`src/rtl/div_seq_if.sv`:
```
// Request/response and ALU-borrow signals of the sequential divider.
// ALU operation codes follow the shared EX-stage encoding; the guards let a
// project-wide definition file take precedence when it is compiled first.

`ifndef ALUOp_nop
`define ALUOp_nop  5'b00000
`endif
`ifndef ALUOp_sub
`define ALUOp_sub  5'b00100
`endif
`ifndef ALUOp_sltu
`define ALUOp_sltu 5'b01011
`endif

// Handshake: a request is taken on the rising edge where start=1, the divider
// is idle and flush=0; it stays taken until the single-cycle done pulse, which
// qualifies result. start in any other cycle is ignored, never queued.
interface div_seq_if;
    logic        start;
    logic [1:0]  op;
    logic [31:0] dividend;
    logic [31:0] divisor;
    logic        flush;
    logic        busy;
    logic        stall;
    logic        done;
    logic [31:0] result;
    logic        alu_req;
    logic [31:0] alu_A;
    logic [31:0] alu_B;
    logic [4:0]  alu_op;
    logic [31:0] alu_C;
    logic [2:0]  dbg_state;

    modport master (
        output start, op, dividend, divisor, flush, alu_C,
        input  busy, stall, done, result, alu_req, alu_A, alu_B, alu_op, dbg_state
    );

    modport slave (
        input  start, op, dividend, divisor, flush, alu_C,
        output busy, stall, done, result, alu_req, alu_A, alu_B, alu_op, dbg_state
    );
endinterface

```
`src/rtl/div_seq.sv`:
```
// Multi-cycle RV32M divide/remainder sequencer. Borrows the EX-stage ALU
// while the pipeline is stalled and runs restoring division, one sltu/sub
// pair per quotient bit, with sign handling by ALU negation before and after.
module div_seq (
    input  logic     clk,
    input  logic     rstn,
    div_seq_if.slave bus
);

    typedef enum logic [2:0] {
        S_IDLE  = 3'd0,
        S_NEG_A = 3'd1,
        S_NEG_B = 3'd2,
        S_CMP   = 3'd3,
        S_SUB   = 3'd4,
        S_FIX   = 3'd5,
        S_DONE  = 3'd6
    } state_t;

    state_t      state_q, state_d;
    logic [31:0] r_q, r_d;          // partial remainder
    logic [31:0] q_q, q_d;          // dividend shifting out, quotient shifting in
    logic [31:0] d_q, d_d;          // divisor magnitude
    logic [31:0] result_q, result_d;
    logic        t_q, t_d;          // bit 32 of the shifted partial remainder
    logic        lt_q, lt_d;
    logic        sq_q, sq_d;
    logic        sr_q, sr_d;
    logic [4:0]  cnt_q, cnt_d;
    logic [1:0]  op_q, op_d;
    logic        busy_q, busy_d;
    logic        done_q, done_d;
    logic        alu_req_q, alu_req_d;

    logic [31:0] alu_a;
    logic [31:0] alu_b;
    logic [4:0]  alu_op;
    logic        accept;
    logic        op_signed;
    logic        fix_neg;
    logic [31:0] fix_val;

    assign accept    = bus.start & ~bus.flush & (state_q == S_IDLE);
    assign op_signed = ~op_q[0];
    assign fix_neg   = op_q[1] ? sr_q : sq_q;
    assign fix_val   = op_q[1] ? r_q : q_q;

    // ALU operand/op selection for the current step; zero/nop outside NEG_A..FIX
    always_comb begin
        alu_a  = '0;
        alu_b  = '0;
        alu_op = `ALUOp_nop;
        case (state_q)
            S_NEG_A: if (op_signed & q_q[31]) begin
                alu_b  = q_q;
                alu_op = `ALUOp_sub;
            end
            S_NEG_B: if (op_signed & d_q[31]) begin
                alu_b  = d_q;
                alu_op = `ALUOp_sub;
            end
            S_CMP: begin
                alu_a  = {r_q[30:0], q_q[31]};
                alu_b  = d_q;
                alu_op = `ALUOp_sltu;
            end
            S_SUB: begin
                alu_a  = r_q;
                alu_b  = d_q;
                alu_op = `ALUOp_sub;
            end
            S_FIX: if (fix_neg) begin
                alu_b  = fix_val;
                alu_op = `ALUOp_sub;
            end
            default: ;
        endcase
    end

    // Next-state and datapath update; flush overrides everything and keeps result
    always_comb begin
        state_d  = state_q;
        r_d      = r_q;
        q_d      = q_q;
        d_d      = d_q;
        result_d = result_q;
        t_d      = t_q;
        lt_d     = lt_q;
        sq_d     = sq_q;
        sr_d     = sr_q;
        cnt_d    = cnt_q;
        op_d     = op_q;
        case (state_q)
            S_IDLE: if (accept) begin
                op_d  = bus.op;
                q_d   = bus.dividend;
                d_d   = bus.divisor;
                r_d   = '0;
                t_d   = 1'b0;
                lt_d  = 1'b0;
                sq_d  = ~bus.op[0] & (bus.dividend[31] ^ bus.divisor[31]);
                sr_d  = ~bus.op[0] & bus.dividend[31];
                cnt_d = 5'd31;
                if (bus.divisor == 32'd0) begin
                    result_d = bus.op[1] ? bus.dividend : 32'hFFFF_FFFF;
                    state_d  = S_DONE;
                end else if (~bus.op[0] && bus.dividend == 32'h8000_0000 &&
                             bus.divisor == 32'hFFFF_FFFF) begin
                    result_d = bus.op[1] ? 32'd0 : 32'h8000_0000;
                    state_d  = S_DONE;
                end else begin
                    state_d = S_NEG_A;
                end
            end
            S_NEG_A: begin
                if (op_signed & q_q[31]) q_d = bus.alu_C;
                r_d     = '0;
                state_d = S_NEG_B;
            end
            S_NEG_B: begin
                if (op_signed & d_q[31]) d_d = bus.alu_C;
                state_d = S_CMP;
            end
            S_CMP: begin
                lt_d    = bus.alu_C[0];
                r_d     = alu_a;
                t_d     = r_q[31];
                q_d     = {q_q[30:0], 1'b0};
                state_d = S_SUB;
            end
            S_SUB: begin
                // A shifted value of 2^32 or more is always >= D; the low 32
                // bits of the subtraction are then still exact.
                if (t_q | ~lt_q) begin
                    r_d    = bus.alu_C;
                    q_d[0] = 1'b1;
                end
                if (cnt_q == 5'd0) begin
                    state_d = S_FIX;
                end else begin
                    cnt_d   = cnt_q - 5'd1;
                    state_d = S_CMP;
                end
            end
            S_FIX: begin
                result_d = fix_neg ? bus.alu_C : fix_val;
                state_d  = S_DONE;
            end
            S_DONE:  state_d = S_IDLE;
            default: state_d = S_IDLE;
        endcase
        if (bus.flush) begin
            state_d  = S_IDLE;
            result_d = result_q;
        end
    end

    // Registered status outputs follow the next state
    always_comb begin
        busy_d    = (state_d != S_IDLE);
        done_d    = (state_d == S_DONE);
        alu_req_d = (state_d == S_NEG_A) || (state_d == S_NEG_B) || (state_d == S_CMP) ||
                    (state_d == S_SUB) || (state_d == S_FIX);
    end

    // State and datapath registers
    always_ff @(posedge clk or negedge rstn) begin
        if (!rstn) begin
            state_q   <= S_IDLE;
            r_q       <= '0;
            q_q       <= '0;
            d_q       <= '0;
            result_q  <= '0;
            t_q       <= 1'b0;
            lt_q      <= 1'b0;
            sq_q      <= 1'b0;
            sr_q      <= 1'b0;
            cnt_q     <= '0;
            op_q      <= '0;
            busy_q    <= 1'b0;
            done_q    <= 1'b0;
            alu_req_q <= 1'b0;
        end else begin
            state_q   <= state_d;
            r_q       <= r_d;
            q_q       <= q_d;
            d_q       <= d_d;
            result_q  <= result_d;
            t_q       <= t_d;
            lt_q      <= lt_d;
            sq_q      <= sq_d;
            sr_q      <= sr_d;
            cnt_q     <= cnt_d;
            op_q      <= op_d;
            busy_q    <= busy_d;
            done_q    <= done_d;
            alu_req_q <= alu_req_d;
        end
    end

    assign bus.busy      = busy_q;
    assign bus.done      = done_q;
    assign bus.result    = result_q;
    assign bus.alu_req   = alu_req_q;
    assign bus.stall     = accept | alu_req_q;
    assign bus.alu_A     = alu_a;
    assign bus.alu_B     = alu_b;
    assign bus.alu_op    = alu_op;
    assign bus.dbg_state = state_q;

endmodule
```
`src/flat_wrapper.sv`:
```
// flat-port wrapper written by rule: the top's interface ports become plain ports
module div_seq_flat 
  (clk, rstn, bus_start, bus_op, bus_dividend, bus_divisor, bus_flush, bus_alu_C, bus_busy, bus_stall, bus_done, bus_result, bus_alu_req, bus_alu_A, bus_alu_B, bus_alu_op, bus_dbg_state);
  div_seq_if bus_i ();
  input  logic clk;
  input  logic rstn;
  input wire logic [$bits(bus_i.start)-1:0] bus_start;
  input wire logic [$bits(bus_i.op)-1:0] bus_op;
  input wire logic [$bits(bus_i.dividend)-1:0] bus_dividend;
  input wire logic [$bits(bus_i.divisor)-1:0] bus_divisor;
  input wire logic [$bits(bus_i.flush)-1:0] bus_flush;
  input wire logic [$bits(bus_i.alu_C)-1:0] bus_alu_C;
  output wire logic [$bits(bus_i.busy)-1:0] bus_busy;
  output wire logic [$bits(bus_i.stall)-1:0] bus_stall;
  output wire logic [$bits(bus_i.done)-1:0] bus_done;
  output wire logic [$bits(bus_i.result)-1:0] bus_result;
  output wire logic [$bits(bus_i.alu_req)-1:0] bus_alu_req;
  output wire logic [$bits(bus_i.alu_A)-1:0] bus_alu_A;
  output wire logic [$bits(bus_i.alu_B)-1:0] bus_alu_B;
  output wire logic [$bits(bus_i.alu_op)-1:0] bus_alu_op;
  output wire logic [$bits(bus_i.dbg_state)-1:0] bus_dbg_state;
  assign bus_i.start = bus_start;
  assign bus_i.op = bus_op;
  assign bus_i.dividend = bus_dividend;
  assign bus_i.divisor = bus_divisor;
  assign bus_i.flush = bus_flush;
  assign bus_i.alu_C = bus_alu_C;
  assign bus_busy = bus_i.busy;
  assign bus_stall = bus_i.stall;
  assign bus_done = bus_i.done;
  assign bus_result = bus_i.result;
  assign bus_alu_req = bus_i.alu_req;
  assign bus_alu_A = bus_i.alu_A;
  assign bus_alu_B = bus_i.alu_B;
  assign bus_alu_op = bus_i.alu_op;
  assign bus_dbg_state = bus_i.dbg_state;
  div_seq u_core (.clk(clk), .rstn(rstn), .bus(bus_i));
endmodule
```
`config.mk`:
```
export PLATFORM = sky130hd
export DESIGN_NAME = div_seq_flat
export DESIGN_NICKNAME = d
export VERILOG_FILES = /design/src/rtl/div_seq_if.sv /design/src/rtl/div_seq.sv /design/src/flat_wrapper.sv
export SDC_FILE = /design/constraint.sdc
export NUM_CORES = 1
export LEC_CHECK = 0
export ABC_AREA = 0
export BUFFER_PORTS_ARGS = -buffer_cell sky130_fd_sc_hd__buf_4
export CAP_MARGIN = 20
export CORE_ASPECT_RATIO = 1.5
export CORE_MARGIN = 3
export CORE_UTILIZATION = 50
export DETAILED_ROUTE_END_ITERATION = 16
export PLACE_DENSITY = 0.78
export SLEW_MARGIN = 30
export SYNTH_ARGS = -nofsm -noshare
export SYNTH_HDL_FRONTEND = slang
export SYNTH_SLANG_ARGS = --single-unit
```
`constraint.sdc`:
```
create_clock -name clk -period 3.25 [get_ports clk]
set_input_delay 0.1625 -clock clk [delete_from_list [all_inputs] [get_ports clk]]
set_output_delay 0.1625 -clock clk [all_outputs]
set_load 0.05 [all_outputs]
```
==> metrics, run 1 <==
status=complete, no violations; cell family with most CP delay=flip-flops; Seq/Total Area, Yosys=approximately 40%; Post-Route Setup TNS=0 ns; initial DRC count=1110; met1 WL=12100 µm; DRT Wirelength=32700 µm; core area=17600 µm²; critical hold path startpoint=bus_alu_C[0]; WHS Endpoint=u_core.lt_q; most common cell after layout, fill and taps aside=buf_4; synthesized area=9140 µm²; critical path fanouts, max=23; Slew Limit Headroom=approximately 40%; fin crit share=93.1%; Worst Hold Path Cells=3; Via density=roughly 6.5; total power=8.63 mW; f_max=between 300 and 400 MHz; uppermost layer routed=met4; Area after DPL=10900 µm²; worst r2r src=u_core.bus.dbg_state[2]; most frequent cells in the layout=buf_4 (236), dfrtp_1 (143), nor2_1 (107); CP max stage cell=dfrtp_1; die area=about 20000 µm²; diode count=0; Final Util=65.5%; final setup vio count=0; Total Routing Usage GR=around a third; detailed-route wire length per cell=roughly 23 µm; die width=116 µm; Critical Setup Path Class=flip-flop to primary output; Layout area overhead=26.5%; WL met2=15900 µm; Tmin final=between 3 and 4 ns; Worst Path Required=between 3 and 4 ns; initial antenna violation count=0; Detailed Routing Iterations Pass 1=10; final hold vios=0; top_reg_cell synth=dfrtp_1; global-route wire length before repair=about 50000 µm; IO Port Bufs=208; total gr overflow=0; FP Rows=59; fillers=1521; clk_lat worst skew=0.43 ns; Reg2Reg Depth=6; Yosys cell types=49; synthesis-stage register bit count=145; RSZ-0062 raised after global routing=false; crit path buf inv count=3; Slew @ Worst Pin=roughly 0.9 ns; CTS tree=built; vias=9270; syn_nets=1146; clock buffer depth=2; Max IR drop VDD=402 µV; cell-by-cell trace of the critical path=nand2_2, nor3b_2, buf_4, a222oi_1, inv_1, buf_4; CP most frequent cell=buf_4; IO Pins=210; Root Buffer=clkbuf_16; power per cell area=747 nW/µm²; largest net degree at the start of global routing=90; crit end category=primary output; max incr delay on CP=0.88 ns; Avg Inst Size Synth=8.76 µm²; Starting Density=a little over 50%; cts bufs inserted=17; Setup Skew=0.00779 ns; clock sinks=145; asr flop ratio synth=100%; Setup crit start kind=flip-flop; max-slew violations=0; CP Data Arrival Time=2.86 ns; DP Wirelength=~23000 µm; ANT nets after route=0; Pleak=between 5 and 6 nW; post-synthesis cell count=1043; Post-synth EDFFs=0; clk slew on worst S/H paths=0.06 ns; vias in the first global route=8776; H-tree level count=4; GPL Wtd Cong=0.915; Die Y=about 170 µm; layout cells sized above 1=26.4%; Hold WS=0.0136 ns; reg2reg end=u_core.bus.result[19]; Final nets=approximately 1.3k; # DRC=0; WL met3=2620 µm; synth warn=0; Max Cap Viol=0; worst min-delay path category=input pin to flip-flop; Reg2Reg Setup Slack=0.68 ns; final instance area=11600 µm²
[kinds of logic (layout without fill, tap and decap cells)]
| family | after synthesis | after routing | share of synthesized area [%] |
|---|---|---|---|
| buffers and inverters | 130 | 309 | 6.08 |
| xor gates and xnor gates | 2 | 2 | 0.192 |
| muxes | 128 | 128 | 15.7 |
| AOI/OAI and AO/OA | 319 | 319 | 22.0 |
| and+or+nand+nor | 317 | 317 | 16.1 |
| other | 1 | 1 | 0.0410 |
| adders and majority gates | 1 | 1 | 0.137 |
| DFF | 145 | 145 | 39.7 |
[cell usage after synthesis (4+ instances only)]
master,number,area [µm²]
a21oi_1,101,505
a222oi_1,31,310
a22o_1,32,280
a22oi_1,32,240
a31oi_1,4,25.0
buf_1,15,56.3
buf_2,6,30.0
clkbuf_1,68,255
dfrtp_1,145,3630
inv_1,35,131
mux2_2,4,45.0
mux2_4,29,435
mux2i_1,95,951
nand2_1,93,349
nand2b_1,35,219
nand3_1,33,165
nand4_1,8,50.1
nor2_1,109,409
nor2b_1,6,37.5
nor3_1,4,20.0
nor4_1,16,100
o21ai_0,103,515
[per-layer routing]
| metal | GRT usage, % | up-vias |
|---|---|---|
| li1 | - | 4107 |
| met1 | 40.2 | 4444 |
| met2 | 52.9 | 588 |
| met3 | 5.81 | 131 |
| met4 | 20.0 | 0 |
| met5 | 0 | - |
[flip-flops by register name (all words and copies together), names as in the netlist]
name,cells
u_core.bus.alu_req,1
u_core.bus.busy,1
u_core.bus.dbg_state,3
u_core.bus.done,1
u_core.bus.result,32
u_core.cnt_q,5
u_core.d_q,32
u_core.lt_q,1
u_core.op_q,2
u_core.q_q,32
u_core.r_q,32
u_core.sq_q,1
u_core.sr_q,1
u_core.t_q,1
[worst reg2reg max path: cells and delay by family (launching register included)]
family                 cells  cell delay (ns)
AND/OR/NAND/NOR            1             0.41
buffers and inverters      2             0.68
AO/OA/AOI/OAI              2             0.27
multiplexers               1             0.40
flip-flops                 1             0.68
[where the power goes]
part           internal (mW)  switching, mW
registers               2.42          0.777
logic                   1.21           2.03
clock network           1.42          0.775
total                   5.05           3.58
[metrics by stage]
step | setup slack, ns | cells
2_1_floorplan | 0.350 | 1043
3_3_place_gp | 0.665 | 1400
3_5_place_dp | 0.640 | 1400
4_1_cts | 0.179 | 1435
5_1_grt | 0.0957 | 1435
6_report | 0.223 | 1435
[repair_timing]
action                     4_1_cts  5_1_grt
hold endpoints to repair        92        0
setup endpoints to repair        0       16
gates resized for setup          0        1
setup buffers                    0        0
hold buffers                     3        0
[cell type report]
cell class / count / area (µm²) / area share, %
Clock buffer: 22 / 474 / 4.10
Inverter: 35 / 131 / 1.14
Timing Repair Buffer: 242 / 1850 / 16.0
Clock inverter: 10 / 180 / 1.56
Sequential cell: 145 / 3630 / 31.4
Multi-Input combinational cell: 768 / 5020 / 43.4
Tap cell: 213 / 267 / 2.31
[worst max-delay path by stage]
stage / slack, ns / start / end / depth (start not counted)
final: 0.22 / u_core.bus.dbg_state[2] / bus_alu_B[14] / 6
after global routing: 0.1 / u_core.bus.dbg_state[2] / bus_alu_B[14] / 6
after CTS: 0.18 / u_core.bus.dbg_state[2] / bus_alu_B[20] / 6
after detailed placement: 0.64 / u_core.bus.dbg_state[2] / bus_alu_B[30] / 6
after global placement: 0.66 / u_core.bus.dbg_state[2] / bus_alu_B[30] / 6
after floorplan: 0.35 / u_core.bus.dbg_state[1] / bus_alu_B[31] / 5
No activity file was read; power rests on OpenSTA's default activity.
==> run 2, diff against run 1 <==
Settings changed: CTS_BUF_LIST set to sky130_fd_sc_hd__clkbuf_8.
==> run 2 against run 1 <==
Wire length hardly changed. Clock skew up 0.0046 ns. Clock-buffer cell count down 2. Sequential cell count unchanged. Die area did not move. Design area decreased by 1.4%. Clock power decreased by 24%. Global-route usage is essentially flat. Critical endpoint is now bus_alu_B[30].
==> metrics, run 2 (same netlist as run 1, synthesis figures left out) <==
critical path fanouts, max=18 (was 23); detailed-route wire length per cell=22.7 µm (was 22.8 µm); status=complete, no violations (unchanged); H-tree level count=4 (unchanged); IO Pins=210 (unchanged); final setup vio count=0 (unchanged); Setup WS pre-CTS=0.640 ns (unchanged); initial antenna violation count=0 (unchanged); total gr overflow=0 (unchanged); global-route wire length before repair=50100 µm (was 50000 µm); Max IR drop VDD=377 µV (was 402 µV); Root Buffer=clkbuf_8 (was clkbuf_16); diode count=0 (unchanged); clock buffer depth=2 (unchanged); max incr delay on CP=0.76 ns (was 0.88 ns); Final Util=64.6% (was 65.5%); Setup Skew=0.0124 ns (was 0.00779 ns); sw frac=43.3% (was 41.5%); Worst Path Required=3.09 ns (about the same); Total Routing Usage GR=32.7% (about the same); multi-input logic area=5010 µm² (was 5020 µm²); Worst Hold Path Cells=3 (unchanged); cts bufs inserted=17 (unchanged); CTS tree=built (unchanged); crit end category=primary output (unchanged); core area=17600 µm² (unchanged); Combinational Power Share=40.0% (was 37.5%); Hold WS=0.0118 ns (was 0.0136 ns); Max Cap Viol=0 (unchanged); FP Rows=59 (unchanged); Flop pwr share=39.4% (was 37.1%); DP Wirelength=23000 µm (unchanged); die area=20000 µm² (unchanged); most common cell after layout, fill and taps aside=buf_4 (unchanged); cell-by-cell trace of the critical path=nor2b_1, nor2b_2, buf_4, a222oi_1, inv_1, buf_4 (was nand2_2, nor3b_2, buf_4, a222oi_1, inv_1, buf_4); placed cells=1400 (unchanged); ANT nets after route=0 (unchanged); final hold vios=0 (unchanged); Starting Density=51.8% (unchanged); fillers=1554 (was 1521); Area after DPL=10900 µm² (unchanged); Tmin final=3.09 ns (was 3.03 ns); worst min-delay path category=input pin to flip-flop (unchanged); Layout area overhead=24.6% (was 26.5%); Setup crit start kind=flip-flop (unchanged); most frequent cells in the layout=buf_4 (236), dfrtp_1 (142), nor2_1 (107) (was buf_4 (236), dfrtp_1 (143), nor2_1 (107)); die width=116 µm (unchanged); clock share of power=20.6% (was 25.4%); fin crit share=95.0% (was 93.1%); initial DRC count=1002 (was 1110); CP max stage cell=nor2b_2 (was dfrtp_1); Pleak=5.25 nW (was 5.32 nW); DRT Wirelength=32700 µm (about the same); Slew Limit Headroom=41.9% (was 41.0%); final instance area=11400 µm² (was 11600 µm²); clk slew on worst S/H paths=0.08 ns (was 0.06 ns); Non-Filler Instances=1438 (was 1435); # DRC=0 (unchanged); Setup WS post-layout=0.163 ns (was 0.223 ns); Psw=3.51 mW (was 3.58 mW); clk_lat worst skew=0.46 ns (was 0.43 ns); clock sinks=145 (unchanged); largest net degree at the start of global routing=90 (unchanged); Seq. cell area=3630 µm² (about the same); total power=8.10 mW (was 8.63 mW); Critical Setup Path Class=flip-flop to primary output (unchanged); IO Port Bufs=208 (unchanged); Final nets=1315 (was 1312); Pint=4.60 mW (was 5.05 mW); max-slew violations=0 (unchanged); Via density=6.42 (was 6.46); Detailed Routing Iterations Pass 1=10 (unchanged); layout cells sized above 1=26.4% (about the same); vias in the first global route=8859 (was 8776); Reg2Reg Depth=6 (unchanged); RSZ-0062 raised after global routing=false (unchanged); power per cell area=711 nW/µm² (was 747 nW/µm²); Slew @ Worst Pin=0.872 ns (was 0.885 ns); Post-Route Setup TNS=0 ns (unchanged); CP Data Arrival Time=2.92 ns (was 2.86 ns); vias=9232 (was 9270); f_max=324 MHz (was 330 MHz); postcts setup bufs=0 (unchanged); Die Y=172 µm (unchanged); GPL Wtd Cong=0.915 (unchanged); CP most frequent cell=buf_4 (unchanged)
## run 2: cell count changes in the layout (fill, tap and decap cells not counted), moves of 2 or more
cell           delta
inv_1             +2
dlygate4sd3_1     +3
clkbuf_8         +17
clkbuf_16        -17
clkbuf_1          -2
## run 2: power groups by stage
stage	clock, mW	sequential, mW	combinational [mW]
floorplan	0	2.94	2.30
global placement	0	3.16	3.11
detailed placement	0	3.18	3.18
CTS	1.68	3.15	3.21
global route	1.76	3.25	3.54
finish	1.67	3.19	3.24
## run 2: final cells by class
type / count / area share (%)
Clock buffer: 20 / 2.42
Clock inverter: 12 / 1.65
Inverter: 35 / 1.15
Multi-Input combinational cell: 768 / 44.0
Sequential cell: 145 / 31.9
Tap cell: 213 / 2.34
Timing Repair Buffer: 245 / 16.5
## run 2: final timing paths
path                                    startpoint                     to  slack, ns
min in group asynchronous                     rstn         u_core.r_q[13]       0.32
max in group asynchronous                     rstn  u_core.bus.result[24]       2.13
min reg2reg                   u_core.bus.result[2]   u_core.bus.result[2]       0.52
max reg2reg                u_core.bus.dbg_state[1]         u_core.r_q[11]       0.80
max                        u_core.bus.dbg_state[1]          bus_alu_B[30]       0.16
min                               bus_dividend[11]         u_core.q_q[11]       0.01
## run 2: what timing repair did
item                                    in CTS  in global routing
endpoints found under the setup margin       0                 16
gates resized for setup                      0                  1
endpoints found under the hold margin       94                  0
hold buffers                                 6                  0
## run 2: critical path, delay by kind of cell, from the launching register on
family / cells / cell delay, ns
buffers and inverters: 3 / 0.65
flip-flops: 1 / 0.58
AND/OR/NAND/NOR: 2 / 1.10
AO/OA/AOI/OAI: 1 / 0.13
## run 2: per-layer routing
layer	GRT usage (%)	up-vias	share of wire, %
met5	0	-	0
met4	19.8	0	6.3
met3	6.30	139	8.3
met2	52.9	571	49
met1	40.1	4409	37
li1	-	4113	-
==> run 3, diff against run 2 <==
Settings changed: ABC_AREA 0 to 1, MAX_ROUTING_LAYER set to met4, PLACE_DENSITY 0.78 to 0.79.
==> run 3 against run 2 <==
Non-clock buffer count increased by 17. Global-route usage increased by 2.1 points. Sequential cell count unchanged. Clock power decreased by 14%. Register-to-register slack improved by 0.05 ns. Design area decreased by 0.97%. Clock-buffer cell count increased by 1. Die area decreased by 1.4%. First-iteration DRC count increased by 14%. Synthesized area decreased by 1.5%. Cell count increased by 15%. Clock skew decreased by 0.0048 ns. Critical path type unchanged.
==> metrics, run 3 <==
status=complete, no violations (unchanged); Max IR drop VDD=250 µV (was 377 µV); synthesized area=9000 µm² (was 9140 µm²); cell family with most CP delay=buffers and inverters (was simple AND/OR/NAND/NOR gates); top cell type's share of synthesized area=40.3% (was 39.7%); synth warn=0 (unchanged); cell-by-cell trace of the critical path=inv_2, nor2_4, inv_2, nor2_1, inv_1, buf_4, o221ai_1, buf_4 (was nor2b_1, nor2b_2, buf_4, a222oi_1, inv_1, buf_4); IO Pins=210 (unchanged); layout cells sized above 1=19.6% (was 26.4%); Root Buffer=clkbuf_8 (unchanged); CTS tree=built (unchanged); max-slew violations=0 (unchanged); initial DRC count=1138 (was 1002); postcts setup bufs=0 (unchanged); critical hold path startpoint=bus_divisor[24] (was bus_dividend[11]); Die Y=170 µm (was 172 µm); f_max=345 MHz (was 324 MHz); asr flop ratio synth=100% (unchanged); critical path fanouts, max=35 (was 18); post-synthesis cell count=1242 (was 1043); Slew Limit Headroom=38.6% (was 41.9%); FP Rows=59 (unchanged); clock buffer depth=2 (unchanged); routing usage on met1=40.2% (was 40.1%); DRT Wirelength=33500 µm (was 32700 µm); H-tree level count=4 (unchanged); fillers=1567 (was 1554); Seq/Total Area, Yosys=40.3% (was 39.7%); max incr delay on CP=0.52 ns (was 0.76 ns); largest net degree at the start of global routing=105 (was 90); detailed-route wire length per cell=20.2 µm (was 22.7 µm); Tmin final=2.90 ns (was 3.09 ns); Area after DPL=10600 µm² (was 10900 µm²); crit path buf inv count=5 (was 3); Non-Filler Instances=1656 (was 1438); top cells by area, synth=dfrtp_1 (40%), nand2_1 (10%), o21ai_0 (9.3%) (was dfrtp_1 (40%), mux2i_1 (10%), o21ai_0 (5.6%)); GR Util met3=6.01% (was 6.30%); initial antenna violation count=0 (unchanged); most common cell after layout, fill and taps aside=nand2_1 (was buf_4); cts bufs inserted=17 (unchanged); clock sinks=145 (unchanged); Total Routing Usage GR=34.8% (was 32.7%); IO Port Bufs=208 (unchanged); final instance area=11300 µm² (was 11400 µm²); Yosys cell types=35 (was 49); syn_nets=1345 (was 1146); fin crit share=89.2% (was 95.0%); Setup Skew=0.00758 ns (was 0.0124 ns); RSZ-0062 raised after global routing=false (unchanged); most frequent cell after synthesis=nand2_1 (was dfrtp_1); clk slew on worst S/H paths=0.08 ns (about the same); Critical Setup Path Class=flip-flop to primary output (unchanged); CP max stage cell=dfrtp_1 (was nor2b_2); crit end category=primary output (unchanged); final hold vios=0 (unchanged); die area=19700 µm² (was 20000 µm²); GR Util met2=56.1% (was 52.9%); power per cell area=551 nW/µm² (was 711 nW/µm²); GPL Wtd Cong=0.967 (was 0.915); core area=17500 µm² (was 17600 µm²); global route hottest layer=met2 (unchanged); Post-Route Setup TNS=0 ns (unchanged); Max Cap Viol=0 (unchanged); Post-synth EDFFs=0 (unchanged); vias=10.1k (was 9232); Starting Density=51.5% (was 51.8%); global-route wire length before repair=51300 µm (was 50100 µm); placed cells=1594 (was 1400); CP startpoint=u_core.bus.dbg_state[0] (was u_core.bus.dbg_state[1]); most frequent cells in the layout=nand2_1 (246), buf_4 (231), o21ai_0 (167) (was buf_4 (236), dfrtp_1 (142), nor2_1 (107)); Final nets=1532 (was 1315); Synth area leader=dfrtp_1 (unchanged); top_reg_cell synth=dfrtp_1 (unchanged); commonest cells in the netlist=nand2_1 (246), o21ai_0 (167), inv_1 (156) (was dfrtp_1 (145), nor2_1 (109), o21ai_0 (103)); Avg Inst Size Synth=7.25 µm² (was 8.76 µm²); ANT nets after route=0 (unchanged); Detailed Routing Iterations Pass 1=6 (was 10); CP Data Arrival Time=2.74 ns (was 2.92 ns); total gr overflow=0 (unchanged); worst r2r src=u_core.bus.dbg_state[0] (was u_core.bus.dbg_state[1]); Slew @ Worst Pin=0.915 ns (was 0.872 ns); final setup vio count=0 (unchanged); vias in the first global route=9811 (was 8859); clk_lat worst skew=0.47 ns (was 0.46 ns); Pleak=5.45 nW (was 5.25 nW); DP Wirelength=23200 µm (was 23000 µm); Layout area overhead=25.3% (was 24.6%); synthesis-stage register bit count=145 (unchanged); # DRC=0 (unchanged); worst min-delay path category=input pin to flip-flop (unchanged); Final Util=64.5% (was 64.6%); Via density=6.12 (was 6.42); Setup crit start kind=flip-flop (unchanged); Worst Path Required=3.09 ns (about the same); die width=116 µm (about the same); Post-CTS Resized=0 (unchanged)
[run 3: cell types whose count changed in the layout (fill, tap and decap cells not counted), moves of 33 or more]
cell | previous run | this run
o211ai_1 | 0 | 34
nand2b_1 | 34 | 0
o21ai_1 | 0 | 35
a21oi_1 | 100 | 67
o21ai_0 | 102 | 167
inv_1 | 37 | 161
o221ai_1 | 1 | 61
mux2i_1 | 95 | 0
nand2_1 | 91 | 246
[run 3: path summary, 6_finish.rpt]
kind,endpoint,slack (ns),cells after the start
worst max-delay path,bus_alu_B[18],0.35,8
worst min-delay path,u_core.d_q[24],0.008,3
worst max register to register,u_core.q_q[31],0.85,8
worst min register to register,u_core.bus.result[4],0.49,2
max in group asynchronous,u_core.q_q[6],2.11,3
min in group asynchronous,u_core.d_q[0],0.30,2
[run 3: where the power goes]
part / switching [mW] / internal, mW
logic: 1.53 / 0.647
clock network: 0.689 / 0.743
registers: 0.314 / 2.29
[run 3: repair_timing]
item | CTS | global route
hold buffers | 29 | 0
setup endpoints to repair | 0 | 0
endpoints found under the hold margin | 130 | 0
[run 3: cell families (layout without fill, tap and decap cells)]
family / Yosys count / after routing / synth area share [%]
and+or+nand+nor: 403 / 403 / 17.8
AOI/OAI and AO/OA: 434 / 434 / 29.6
xor gates and xnor gates: 1 / 1 / 0.0973
adders and majority gates: 1 / 1 / 0.139
DFF: 145 / 145 / 40.3
other: 1 / 2 / 0.0416
buffers and inverters: 257 / 457 / 12.1
[run 3: cell type report]
| class | instances | area [µm²] | area share, % |
|---|---|---|---|
| inverter | 163 | 612 | 5.42 |
| timing repair buffer | 262 | 2060 | 18.3 |
| clock inverter | 11 | 97.6 | 0.865 |
| antenna | 1 | 2.50 | 0.0222 |
| multi-input combinational | 840 | 4320 | 38.3 |
| clock buffer | 21 | 289 | 2.56 |
| sequential | 145 | 3630 | 32.2 |
| tap | 213 | 267 | 2.36 |
[run 3: routing by layer]
layer	routed length [µm]	vias up	part of all wire, %
met5	0	-	0
met4	2370	0	7.1
met3	3060	195	9.1
met2	16200	660	48
met1	11900	4671	36
li1	-	4606	-
[run 3: worst min-delay path, delay by kind of cell]
family                 cells  cell delay, ns
AO/OA/AOI/OAI              2            0.18
buffers and inverters      1            0.10
[run 3: metrics by stage]
step                power [mW]  hold slack, ns  setup slack, ns
floorplan                 3.98          -0.133            0.692
global placement          4.66           0.367             1.02
detailed placement        4.71           0.274            0.945
CTS                       6.16        0.000152            0.434
global route              6.55         0.00847            0.275
finish                    6.21         0.00793            0.351
